==> src/rtl/udp_tx_stream_arbiter.sv <==
// Packet-granular round-robin arbiter sharing one AXI-Stream UDP TX payload stream
// between NUM_SRC sources, with a per-source enable mask and packet counters.
module udp_tx_stream_arbiter #(
    parameter int unsigned NUM_SRC = 4,
    parameter int unsigned DATA_W  = 64
) (
    input  logic                            aclk,
    input  logic                            areset,
    input  logic [NUM_SRC*DATA_W-1:0]       s_axis_tdata,
    input  logic [NUM_SRC*(DATA_W/8)-1:0]   s_axis_tkeep,
    input  logic [NUM_SRC-1:0]              s_axis_tvalid,
    input  logic [NUM_SRC-1:0]              s_axis_tlast,
    output logic [NUM_SRC-1:0]              s_axis_tready,
    output logic [DATA_W-1:0]               m_axis_tdata,
    output logic [DATA_W/8-1:0]             m_axis_tkeep,
    output logic                            m_axis_tvalid,
    output logic                            m_axis_tlast,
    input  logic                            m_axis_tready,
    input  logic                            reg_wr_en,
    input  logic                            reg_rd_en,
    input  logic [7:0]                      reg_addr,
    input  logic [31:0]                     reg_wdata,
    output logic [31:0]                     reg_rdata,
    output logic                            reg_ack
);

    localparam int unsigned KEEP_W  = DATA_W / 8;
    localparam int unsigned GRANT_W = (NUM_SRC > 1) ? $clog2(NUM_SRC) : 1;

    typedef enum logic {
        IDLE = 1'b0,
        BUSY = 1'b1
    } state_t;

    state_t                   state;
    state_t                   state_next;
    logic [GRANT_W-1:0]       grant;
    logic [GRANT_W-1:0]       last_grant;
    logic [GRANT_W-1:0]       pick;
    logic [GRANT_W-1:0]       idx;
    logic                     found;
    logic [NUM_SRC-1:0]       en_mask;
    logic [NUM_SRC-1:0]       req;
    logic [NUM_SRC-1:0][31:0] pkt_cnt;
    logic                     pkt_done;
    logic                     cnt_clr;
    logic [31:0]              rd_value;
    logic [2:0]               grant_view;
    logic                     unused_wdata;

    assign req          = s_axis_tvalid & en_mask;
    assign cnt_clr      = reg_wr_en && (reg_addr == 8'd4);
    assign grant_view   = 3'(grant);
    assign unused_wdata = &{1'b0, reg_wdata};

    // Round-robin search starting one past the previous winner
    always_comb begin
        found = 1'b0;
        pick  = '0;
        idx   = '0;
        for (int unsigned k = 1; k <= NUM_SRC; k++) begin
            idx = GRANT_W'((32'(last_grant) + k) % NUM_SRC);
            if (!found && req[idx]) begin
                found = 1'b1;
                pick  = idx;
            end
        end
    end

    // Next state and the combinational pass-through of the granted source
    always_comb begin
        state_next    = state;
        pkt_done      = 1'b0;
        s_axis_tready = '0;
        m_axis_tdata  = '0;
        m_axis_tkeep  = '0;
        m_axis_tvalid = 1'b0;
        m_axis_tlast  = 1'b0;
        case (state)
            IDLE: begin
                if (found) state_next = BUSY;
            end
            BUSY: begin
                m_axis_tdata         = s_axis_tdata[32'(grant)*DATA_W +: DATA_W];
                m_axis_tkeep         = s_axis_tkeep[32'(grant)*KEEP_W +: KEEP_W];
                m_axis_tvalid        = s_axis_tvalid[grant];
                m_axis_tlast         = s_axis_tlast[grant];
                s_axis_tready[grant] = m_axis_tready;
                if (s_axis_tvalid[grant] && s_axis_tlast[grant] && m_axis_tready) begin
                    pkt_done   = 1'b1;
                    state_next = IDLE;
                end
            end
            default: state_next = IDLE;
        endcase
    end

    always_ff @(posedge aclk) begin
        if (areset) begin
            state      <= IDLE;
            grant      <= '0;
            last_grant <= GRANT_W'(NUM_SRC - 1);
        end else begin
            state <= state_next;
            if (state == IDLE && found) begin
                grant      <= pick;
                last_grant <= pick;
            end
        end
    end

    // Enable mask and packet counters; a clear beats a same-cycle increment
    always_ff @(posedge aclk) begin
        if (areset) begin
            en_mask <= '1;
            pkt_cnt <= '0;
        end else begin
            if (reg_wr_en && reg_addr == 8'd0) en_mask <= reg_wdata[NUM_SRC-1:0];
            if (cnt_clr) pkt_cnt <= '0;
            else if (pkt_done) pkt_cnt[grant] <= pkt_cnt[grant] + 32'd1;
        end
    end

    always_comb begin
        rd_value = 32'hFEED_FACE;
        if (reg_addr == 8'd0) rd_value = 32'(en_mask);
        else if (reg_addr == 8'd1) rd_value = {23'd0, state == BUSY, 5'd0, grant_view};
        for (int unsigned i = 0; i < NUM_SRC; i++) begin
            if (reg_addr == 8'(8 + i)) rd_value = pkt_cnt[GRANT_W'(i)];
        end
    end

    always_ff @(posedge aclk) begin
        if (areset) begin
            reg_ack   <= 1'b0;
            reg_rdata <= 32'hDEAD_BEEF;
        end else begin
            reg_ack <= reg_rd_en;
            if (reg_rd_en) reg_rdata <= rd_value;
        end
    end

endmodule
==> config.mk <==
export PLATFORM = sky130hd
export DESIGN_NAME = udp_tx_stream_arbiter
export DESIGN_NICKNAME = d
export VERILOG_FILES = /design/src/rtl/udp_tx_stream_arbiter.sv
export SDC_FILE = /design/constraint.sdc
export NUM_CORES = 1
export LEC_CHECK = 0
export ABC_AREA = 1
export BUFFER_PORTS_ARGS = -buffer_cell sky130_fd_sc_hd__buf_4
export CAP_MARGIN = 5
export CORE_MARGIN = 1.5
export CORE_UTILIZATION = 35
export CTS_BUF_LIST = sky130_fd_sc_hd__clkbuf_16
export CTS_CLUSTER_DIAMETER = 60
export DETAILED_ROUTE_END_ITERATION = 10
export PLACE_DENSITY = 0.59
export SYNTH_ARGS = -nofsm -noshare
export SYNTH_HDL_FRONTEND = slang
export SYNTH_SLANG_ARGS = --single-unit
==> constraint.sdc <==
create_clock -name aclk -period 4.5 [get_ports aclk]
set_input_delay 0.9 -clock aclk [delete_from_list [all_inputs] [get_ports aclk]]
set_output_delay 0.9 -clock aclk [all_outputs]
set_load 0.03 [all_outputs]
==> summary.txt, run 1 <==
Synth
  – Synth area leader: dfxtp_1
  – Synth Instances: roughly 2,000
  – Synth cell types: 40
  – Synth cell count leaders: 622 x nand2_1, 267 x inv_1, 226 x a21oi_1
  – Post-synth EDFFs: 0
  – Mux contribution to synthesized area: 0%
  – Xor and xnor fraction of the mapped netlist area: 1.10%
  – Post-synth top flop: dfxtp_1
  – Async set-reset flop share out of synthesis: 0%
  – Post-Synth Simple-Gate Area: 30.3%
  – Area share of the largest cell type after synthesis: 29.2%
  – Syn_nets: 2,295
  – Mapped Area: 11,600 um^2
  – Adder-cell share of the synthesized area: 0.107%
  – Post-synthesis sequential area ratio: 29.2%
  – Synth Area in Compound Gates: roughly a quarter
  – Ranking of synthesized cells by area: dfxtp_1 29%, nand2_1 20%, a21oi_1 9.7%
  – Synth Area per Inst: 5.96 um^2
  – Post-synthesis register bit count: 170
  – Main combinational cell family by area after synthesis: simple AND/OR/NAND/NOR gates
  – Ys Warns: 0
  – Count leader, synth: nand2_1

Floorplanning
  – Die ar.: 34,400 um^2
  – Initial Utilization: 35.7%
  – # rows: between 60 and 70
  – IO Count: 452
  – Die H: approximately 190 um
  – Chip width: 185 um
  – Core ar.: 32,600 um^2

Power and ir drop
  – Worst vdd ir: 294 uV
  – Comb pwr share: ~56%
  – Pwr dens: about 450 nW/um^2
  – Psw: 3.42 mW
  – Sw frac: 48.2%
  – Clock share of power: between 20% and 30%
  – Reg power frac: 23.7%
  – Static Leak: 7.42 nW
  – Pint: 3.68 mW

Worst setup path
  – Required @ worst endpoint: 3600 ps
  – CP endpoint kind: output pin
  – CP bufs+invs: 4
  – Crit Path Class: reg -> out
  – Slowest stage delay, CP: 550 ps
  – Critical-path maximum fanout: 74
  – Top Family by Delay on Critical Path: buffers and inverters
  – Worst-path cell chain: buf_4 -> buf_4 -> nor2_4 -> buf_12 -> a22oi_1 -> a21oi_1 -> buf_4
  – R2R setup slack: 1030 ps
  – Startpoint types: register
  – Slowest CP cell: a21oi_1
  – CP arrival: 3040 ps
  – Critical Path Most Common Cell: buf_4

Clock tree
  – CTS tree: done
  – Bufs on Longest Clock Path: 2
  – Hold buffer count at CTS: 0
  – CTS Sinks: 170
  – Clk Latency, worst-skew pair: 430 ps
  – Post-CTS sizing: 0
  – Root Driver: clkbuf_16
  – H-tree levels: 4
  – Clock slew at reported path FFs: around 70 ps
  – Post-CTS setup buffer count: 0
  – Number of CTS-inserted buffers: 17

Place
  – DP HPWL: 40,000 um
  – Setup Slack @ Placement: between 1000 and 1500 ps
  – Port buffer count: roughly 420
  – GPL Wtd Cong: approximately 0.92

Detailed routing
  – Routed vias/inst: 5.25
  – DRT iter0 DRCs: 1,423
  – Via count: 14,500
  – DR pass1 iterations: 6
  – DRC Markers: 0
  – ANT nets after route: 0
  – Final WL: between 50,000 and 60,000 um
  – DR WL/cell: 19.8 um

GRT
  – Largest net degree at the start of global routing: 75
  – GRT Total Usage: 30.1%
  – Vias in the first global route: 13,000
  – Initial antenna violation count: 10
  – Grt total ovfl: 0
  – First-pass GRT wire length: 77,200 um

STA
  – Fin Setup TNS: 0 ps
  – Final max-slew violation count: 0
  – Worst slew margin: 22.1%
  – Max Freq: 254 MHz
  – Measured slew at the worst slew-check pin: approximately 1200 ps
  – RSZ-0062 raised after global routing: false
  – Fin crit share: between 80 and 90%
  – Hold Worst Slack: 471 ps
  – Post-route setup slack: 561 ps
  – Tmin final: slightly below 4000 ps
  – Final setup vio count: 0
  – Max Clock Skew: 14.2 ps
  – Final Hold Vio Count: 0

Layout
  – Multi-input gate area: 6700 um^2
  – Nets: about 2,600
  – Register area: approximately 3400 um^2
  – Area Growth Syn to Fin: 35.1%
  – Layout cells sized above 1: 22.7%
  – Filler instances: 3,447

Hold path
  – Hold Path Class: reg -> reg

Run status
  – Status: completed

Flow run
  – Maxcap violations: 0
==> registers in the layout (all words and copies together) (netlist names) <==
register,count
en_mask,4
reg_ack,1
grant,2
last_grant,2
pkt_cnt,128
reg_rdata,32
state,1
==> metal layers <==
layer	wire, um	vias up	track usage, %
met2	25300	690	48.6
met4	1100	12	8.13
met5	80	-	0
met1	22600	6705	38.7
met3	5710	73	9.06
li1	-	7047	-
==> cell type report <==
| class | instances | area share, % |
|---|---|---|
| flip-flops and latches | 170 | 21.6 |
| clock inverters | 15 | 0.882 |
| multi-input cells | 1390 | 42.6 |
| inverters | 274 | 6.53 |
| diodes | 3 | 0.0477 |
| well taps | 442 | 3.51 |
| repair buffers | 454 | 22.1 |
| clock buffers | 17 | 2.70 |
==> worst reg2reg max path, stage by stage, from the launching register on <==
cell	delay (ps)
dfxtp_2	330
buf_4	280
buf_4	350
nor2_4	240
buf_12	320
nand2_1	250
a41oi_4	510
nand3_2	170
inv_2	610
nand3_1	190
nand2_1	100
inv_1	40
==> final timing paths <==
| kind | startpoint | end | cells after the start |
|---|---|---|---|
| max | grant[0] | m_axis_tkeep[3] | 7 |
| min | reg_rdata[8] | reg_rdata[8] | 2 |
| max reg2reg | grant[0] | pkt_cnt[114] | 11 |
| min reg2reg | reg_rdata[8] | reg_rdata[8] | 2 |
==> cell usage in the layout, fill, tap and decap left out, types with 7 or more instances in the layout <==
cell type and n:
dfxtp_1 169, inv_1 265, clkbuf_16 17, nor2_1 95, a21oi_1 226, a22oi_1 144
inv_2 8, xor2_1 7, nor2_2 9, o21ai_0 94, nand2_2 8, nand3_1 119
o31ai_1 20, buf_4 448, nand2_1 622
==> cells by family (layout without fill, tap and decap cells) <==
family                     count (synthesis)  count (layout)
AOI/OAI and AO/OA                        507             507
adders and majority gates                  1               1
DFF                                      170             170
xor gates and xnor gates                  12              12
other                                      0               3
and+or+nand+nor                          870             870
buffers and inverters                    393             760
==> stage by stage <==
stage                     power, mW  cells  utilization (%)  area (um^2)
after detailed placement       5.61   2730             46.5        15200
after floorplan                4.11   1953                -        11600
final                          7.10   2765             48.3        15700
after global routing           7.44   2764             48.3        15700
after CTS                      7.07   2762             48.2        15700
after global placement         5.59   2730             46.5        15200
==> power groups by stage <==
stage          Sequential, mW  Clock (mW)  Combinational (mW)
2_1_floorplan            1.71           0                2.40
3_3_place_gp             1.71           0                3.88
3_5_place_dp             1.71           0                3.90
4_1_cts                  1.68        1.48                3.91
5_1_grt                  1.69        1.55                4.20
6_report                 1.68        1.46                3.96
Power figures use the tool's default switching activity.
==> run 2: changes to the inputs <==
Settings changed: REMOVE_ABC_BUFFERS from default to 1.
==> run 2 against run 1 <==
Wire length is 11% higher. Largest power group unchanged. Die area unchanged. Worst setup slack better by 170 ps. Critical path type unchanged. Sequential cell count unchanged. Sequential power is essentially flat. Highest routed layer unchanged.
==> summary.txt, run 2 (synthesized netlist as in run 1, its figures left out) <==
Run status
  – Status: completed

STA
  – Tmin final: 3770 ps (-169 ps)
  – Max Clock Skew: 9.23 ps (-4.93 ps)
  – Max Freq: 265 MHz (+4.5%)
  – Worst slew margin: 16.3% (-5.7 points)
  – Post-route setup slack: 730 ps (+169 ps)
  – Fin Setup TNS: 0 ps (unchanged)
  – Measured slew at the worst slew-check pin: 1260 ps (+95.6 ps)
  – Final max-slew violation count: 0 (unchanged)
  – Final setup vio count: 0 (unchanged)
  – Final Hold Vio Count: 0 (unchanged)
  – Hold Worst Slack: 464 ps (-7.07 ps)
  – Fin crit share: 83.8% (-3.8 points)
  – RSZ-0062 raised after global routing: false

Floorplanning
  – Initial Utilization: 35.7% (unchanged)
  – Core ar.: 32,600 um^2 (unchanged)
  – # rows: 66 (unchanged)
  – Die H: 185 um (unchanged)
  – IO Count: 452 (unchanged)
  – Die ar.: 34,400 um^2 (unchanged)
  – Chip width: 185 um (unchanged)

Detailed routing
  – DR pass1 iterations: 6 (unchanged)
  – Via count: 14,800 (+1.9%)
  – DRC Markers: 0 (unchanged)
  – DRT iter0 DRCs: 1,364 (-4.1%)
  – Final WL: 60,700 um (+11%)
  – DR WL/cell: 21.9 um (+11%)
  – ANT nets after route: 0 (unchanged)
  – Routed vias/inst: 5.34 (+1.7%)

Worst setup path
  – Slowest CP cell: a22oi_1
  – Startpoint types: register
  – R2r worst-path depth: 12 (+1)
  – CP endpoint kind: output pin
  – Worst-path cell chain: buf_4 -> nor2_4 -> buf_4 -> a22oi_1 -> a21oi_1 -> buf_4
  – Crit Path Class: reg -> out
  – Critical Path Most Common Cell: buf_4
  – CP arrival: 2870 ps (-170 ps)
  – Required @ worst endpoint: 3600 ps (about the same)
  – Slowest stage delay, CP: 520 ps (-30 ps)
  – Critical-path maximum fanout: 33 (-55%)

Layout
  – Commonest non-fill, non-tap cell in the layout: nand2_1
  – Multi-input gate area: 6700 um^2 (unchanged)
  – Design area: 15,800 um^2 (+0.13%)
  – Top flop regs: pkt_cnt x128, reg_rdata x32, en_mask x4
  – Filler instances: 3,464 (+0.49%)
  – Layout cells sized above 1: 22.7% (-0.053 points)
  – Area Growth Syn to Fin: 35.3%
  – Nets: 2,650 (+0.038%)
  – Fin cells: 2,772 (+0.25%)
  – Most frequent cells in the layout: 622 x nand2_1, 450 x buf_4, 265 x inv_1
  – Largest register FFs: 128 (unchanged)
  – Register area: 3400 um^2 (unchanged)
  – Biggest register: pkt_cnt

Hold path
  – Hold Path Depth: 2 (unchanged)
  – Hold Path Class: reg -> reg

Clock tree
  – CTS tree: done
  – H-tree levels: 4 (unchanged)
  – Bufs on Longest Clock Path: 2 (unchanged)
  – Hold buffer count at CTS: 0 (unchanged)
  – Clock slew at reported path FFs: 70 ps (about the same)
  – Post-CTS setup buffer count: 0 (unchanged)
  – CTS Sinks: 170 (unchanged)
  – Post-CTS sizing: 0 (unchanged)
  – Clk Latency, worst-skew pair: 440 ps (about the same)
  – Number of CTS-inserted buffers: 17 (unchanged)
  – Root Driver: clkbuf_16

Place
  – Setup Slack @ Placement: 1240 ps (+115 ps)
  – Port buffer count: 423 (unchanged)
  – Dpl cell area: 15,200 um^2 (about the same)
  – GPL Wtd Cong: 0.979 (+6.8%)
  – Dpl cells: 2,731 (+0.037%)
  – DP HPWL: 44,300 um (+11%)

Power and ir drop
  – Static Leak: 7.42 nW (about the same)
  – Worst vdd ir: 348 uV (+18%)
  – Pwr dens: 458 nW/um^2 (+1.6%)

GRT
  – Vias in the first global route: 13,400 (+3.1%)
  – GRT Total Usage: 34.1% (+4.0 points)
  – First-pass GRT wire length: 86,300 um (+12%)
  – Initial antenna violation count: 10 (unchanged)
  – Grt total ovfl: 0 (unchanged)
  – Largest net degree at the start of global routing: 74 (-1.3%)

Flow run
  – Maxcap violations: 0 (unchanged)
==> run 2: cell types whose count changed in the layout (fill, tap and decap cells not counted), sizes merged <==
cell | previous run | this run
diode | 3 | 9
inv | 280 | 276
clkinv | 5 | 8
buf | 454 | 455
bufinv | 1 | 2
==> run 2: cell type report <==
class | count | share of cell area (%)
inverters | 274 | 6.53
flip-flops and latches | 170 | 21.6
well taps | 442 | 3.51
clock inverters | 15 | 0.945
repair buffers | 455 | 22.1
diodes | 9 | 0.143
clock buffers | 17 | 2.70
multi-input cells | 1390 | 42.5
==> run 2: per-layer routing <==
metal / wire length, um / up-vias / GRT usage, % / part of all wire, %
met5: 113 / - / 2.22 / 0.19
met4: 1790 / 4 / 12.2 / 2.9
met3: 6310 / 96 / 10.2 / 10
met2: 27300 / 692 / 53.2 / 45
met1: 25100 / 6957 / 44.0 / 41
li1: - / 7060 / - / -
==> run 2: path summary, 6_finish.rpt <==
kind                 start          endpoint  slack (ps)
max               grant[1]  m_axis_tdata[17]         730
min          reg_rdata[17]     reg_rdata[17]         460
max reg2reg       grant[1]       pkt_cnt[77]        1250
min reg2reg  reg_rdata[17]     reg_rdata[17]         460
==> run 2: critical path, delay by kind of cell, from the launching register on <==
family	cells	cell delay, ps
and+or+nand+nor	1	240
DFF	1	490
AOI/OAI and AO/OA	2	680
buffers and inverters	3	1000
==> run 2: through the flow <==
step                power, mW  util [%]
floorplan                3.92         -
global placement         5.68      46.5
detailed placement       5.71      46.5
CTS                      7.19      48.3
global route             7.56      48.3
finish                   7.22      48.3
==> run 2: where the power goes <==
part           switching (mW)  leakage (nW)  total [mW]  internal (mW)
Clock                   0.665         0.275        1.48          0.817
Combinational            2.76          5.77        4.05           1.29
Sequential             0.0830          1.38        1.69           1.61
==> run 3: changes to the inputs <==
Clock period 4.5 ns to 3.8 ns, I/O delays scaled along.
==> run 3 against run 2 <==
Sequential share of layout area fell by 0.17 points. Wire length is 1.8% higher. Core utilization is 0.38 points higher. Worst hold slack gained 5.2 ps. Global-route usage rose by 0.41 points. Critical path type unchanged. Critical endpoint is now m_axis_tdata[30].
==> summary.txt, run 3 (synthesized netlist as in run 1, its figures left out) <==
Worst setup path
  – Crit Path Class: reg -> out
  – Required @ worst endpoint: 3040 ps (-560 ps)
  – Critical-path maximum fanout: 24 (-27%)
  – CP endpoint kind: output pin
  – Startpoint types: register
  – CP arrival: 2660 ps (-210 ps)

Clock tree
  – Post-CTS sizing: 0 (unchanged)
  – Clock slew at reported path FFs: 80 ps (about the same)
  – CTS Sinks: 170 (unchanged)
  – Root Driver: clkbuf_16
  – Bufs on Longest Clock Path: 2 (unchanged)
  – Post-CTS setup buffer count: 0 (unchanged)
  – CTS tree: done
  – H-tree levels: 4 (unchanged)
  – Clk Latency, worst-skew pair: 450 ps (about the same)
  – Number of CTS-inserted buffers: 17 (unchanged)
  – Hold buffer count at CTS: 0 (unchanged)

Detailed routing
  – Via count: 15,000 (+1.1%)
  – DRC Markers: 0 (unchanged)
  – DR pass1 iterations: 6 (unchanged)
  – ANT nets after route: 0 (unchanged)
  – DRT iter0 DRCs: 1,391 (+2.0%)
  – Routed vias/inst: 5.36 (+0.39%)
  – DR WL/cell: 22.1 um (+1.2%)
  – Final WL: 61,800 um (+1.8%)

Run status
  – Status: completed

Layout
  – Layout Utilization: 48.7% (+0.38 points)
  – Design area: 15,900 um^2 (+0.78%)
  – Nets: 2,668 (+0.68%)
  – Layout cells sized above 1: 23.3% (+0.64 points)
  – Largest register FFs: 128 (unchanged)
  – Area Growth Syn to Fin: 36.4%
  – Commonest non-fill, non-tap cell in the layout: nand2_1
  – Top flop regs: pkt_cnt x128, reg_rdata x32, en_mask x4
  – Most frequent cells in the layout: 622 x nand2_1, 469 x buf_4, 265 x inv_1
  – Filler instances: 3,459 (-0.14%)
  – Biggest register: pkt_cnt

GRT
  – Initial antenna violation count: 10 (unchanged)
  – Largest net degree at the start of global routing: 63 (-15%)
  – First-pass GRT wire length: 86,800 um (+0.60%)
  – Grt total ovfl: 0 (unchanged)
  – GRT Total Usage: 34.5% (+0.41 points)
  – Vias in the first global route: 13,300 (-0.98%)

Floorplanning
  – IO Count: 452 (unchanged)
  – Chip width: 185 um (unchanged)
  – Core ar.: 32,600 um^2 (unchanged)
  – Die H: 185 um (unchanged)
  – Initial Utilization: 35.7% (unchanged)
  – # rows: 66 (unchanged)
  – Die ar.: 34,400 um^2 (unchanged)

STA
  – Final max-slew violation count: 0 (unchanged)
  – Worst slew margin: 41.6% (+25 points)
  – Final setup vio count: 0 (unchanged)
  – Final Hold Vio Count: 0 (unchanged)
  – Max Freq: approximately 290 MHz
  – Measured slew at the worst slew-check pin: 875 ps (-380 ps)
  – Fin crit share: 90.1%
  – Max Clock Skew: 15.4 ps (+6.14 ps)
  – RSZ-0062 raised after global routing: false
  – Tmin final: approximately 3400 ps

Power and ir drop
  – Clock share of power: 20.5% (about the same)
  – Pint: 4.33 mW (+17%)
  – Total Power: 8.61 mW (+19%)
  – Psw: 4.29 mW (+22%)
  – Pwr dens: 542 nW/um^2 (+18%)
  – Comb pwr share: 56.2% (about the same)
  – Reg power frac: 23.3% (about the same)
  – Worst vdd ir: 446 uV (+28%)
  – Static Leak: 7.51 nW (+1.2%)
  – Sw frac: 49.8% (+1.2 points)

Flow run
  – Maxcap violations: 0 (unchanged)

Place
  – Dpl cell area: 15,300 um^2 (+0.77%)
  – DP HPWL: 45,500 um (+2.8%)
  – Port buffer count: 423 (unchanged)
  – GPL Wtd Cong: 1.01 (+3.1%)

Hold path
  – Hold Path Class: reg -> reg
## run 3: final timing paths
path / start / slack (ps) / endpoint / cells after the start
hold reg to reg: reg_rdata[8] / 470 / reg_rdata[8] / 2
hold / removal: reg_rdata[8] / 470 / reg_rdata[8] / 2
setup reg to reg: grant[1] / 720 / pkt_cnt[50] / 14
setup / recovery: grant[1] / 380 / m_axis_tdata[30] / 6
## run 3: cell type report
cell class	count	area, um^2	share of cell area (%)
antenna	10	25.0	0.158
clock inverter	15	153	0.961
tap	442	553	3.48
sequential	170	3400	21.4
timing repair buffer	473	3600	22.7
multi-input combinational	1390	6690	42.1
clock buffer	17	425	2.68
inverter	274	1030	6.48
## run 3: critical path, stage by stage (launching register included)
cell and delay, ps:
dfxtp_1 590, nand2_2 170, inv_2 480, buf_4 270, a22oi_1 100, a21oi_1 360, buf_4 240
## run 3: stage by stage
step	TNS, ps	setup slack [ps]	cells	hold WS, ps
6_report	0	376	2791	470
5_1_grt	0	287	2790	501
4_1_cts	0	391	2781	474
3_5_place_dp	0	735	2749	460
3_3_place_gp	0	796	2749	453
2_1_floorplan	-587160	-3190	1834	455
## run 3: power by group through the flow
| stage | sequential [mW] | combinational [mW] | clock (mW) |
|---|---|---|---|
| floorplan | 2.14 | 2.51 | 0 |
| global placement | 2.04 | 4.72 | 0 |
| detailed placement | 2.05 | 4.75 | 0 |
| CTS | 2.00 | 4.76 | 1.78 |
| global route | 2.02 | 5.11 | 1.84 |
| finish | 2.01 | 4.84 | 1.76 |
## run 3: per-layer routing
metal  GRT usage [%]  share of wire [%]
met1            45.3                 41
met2            53.2                 44
met3            8.95                 11
met4            13.9                3.3
met5            2.22               0.19
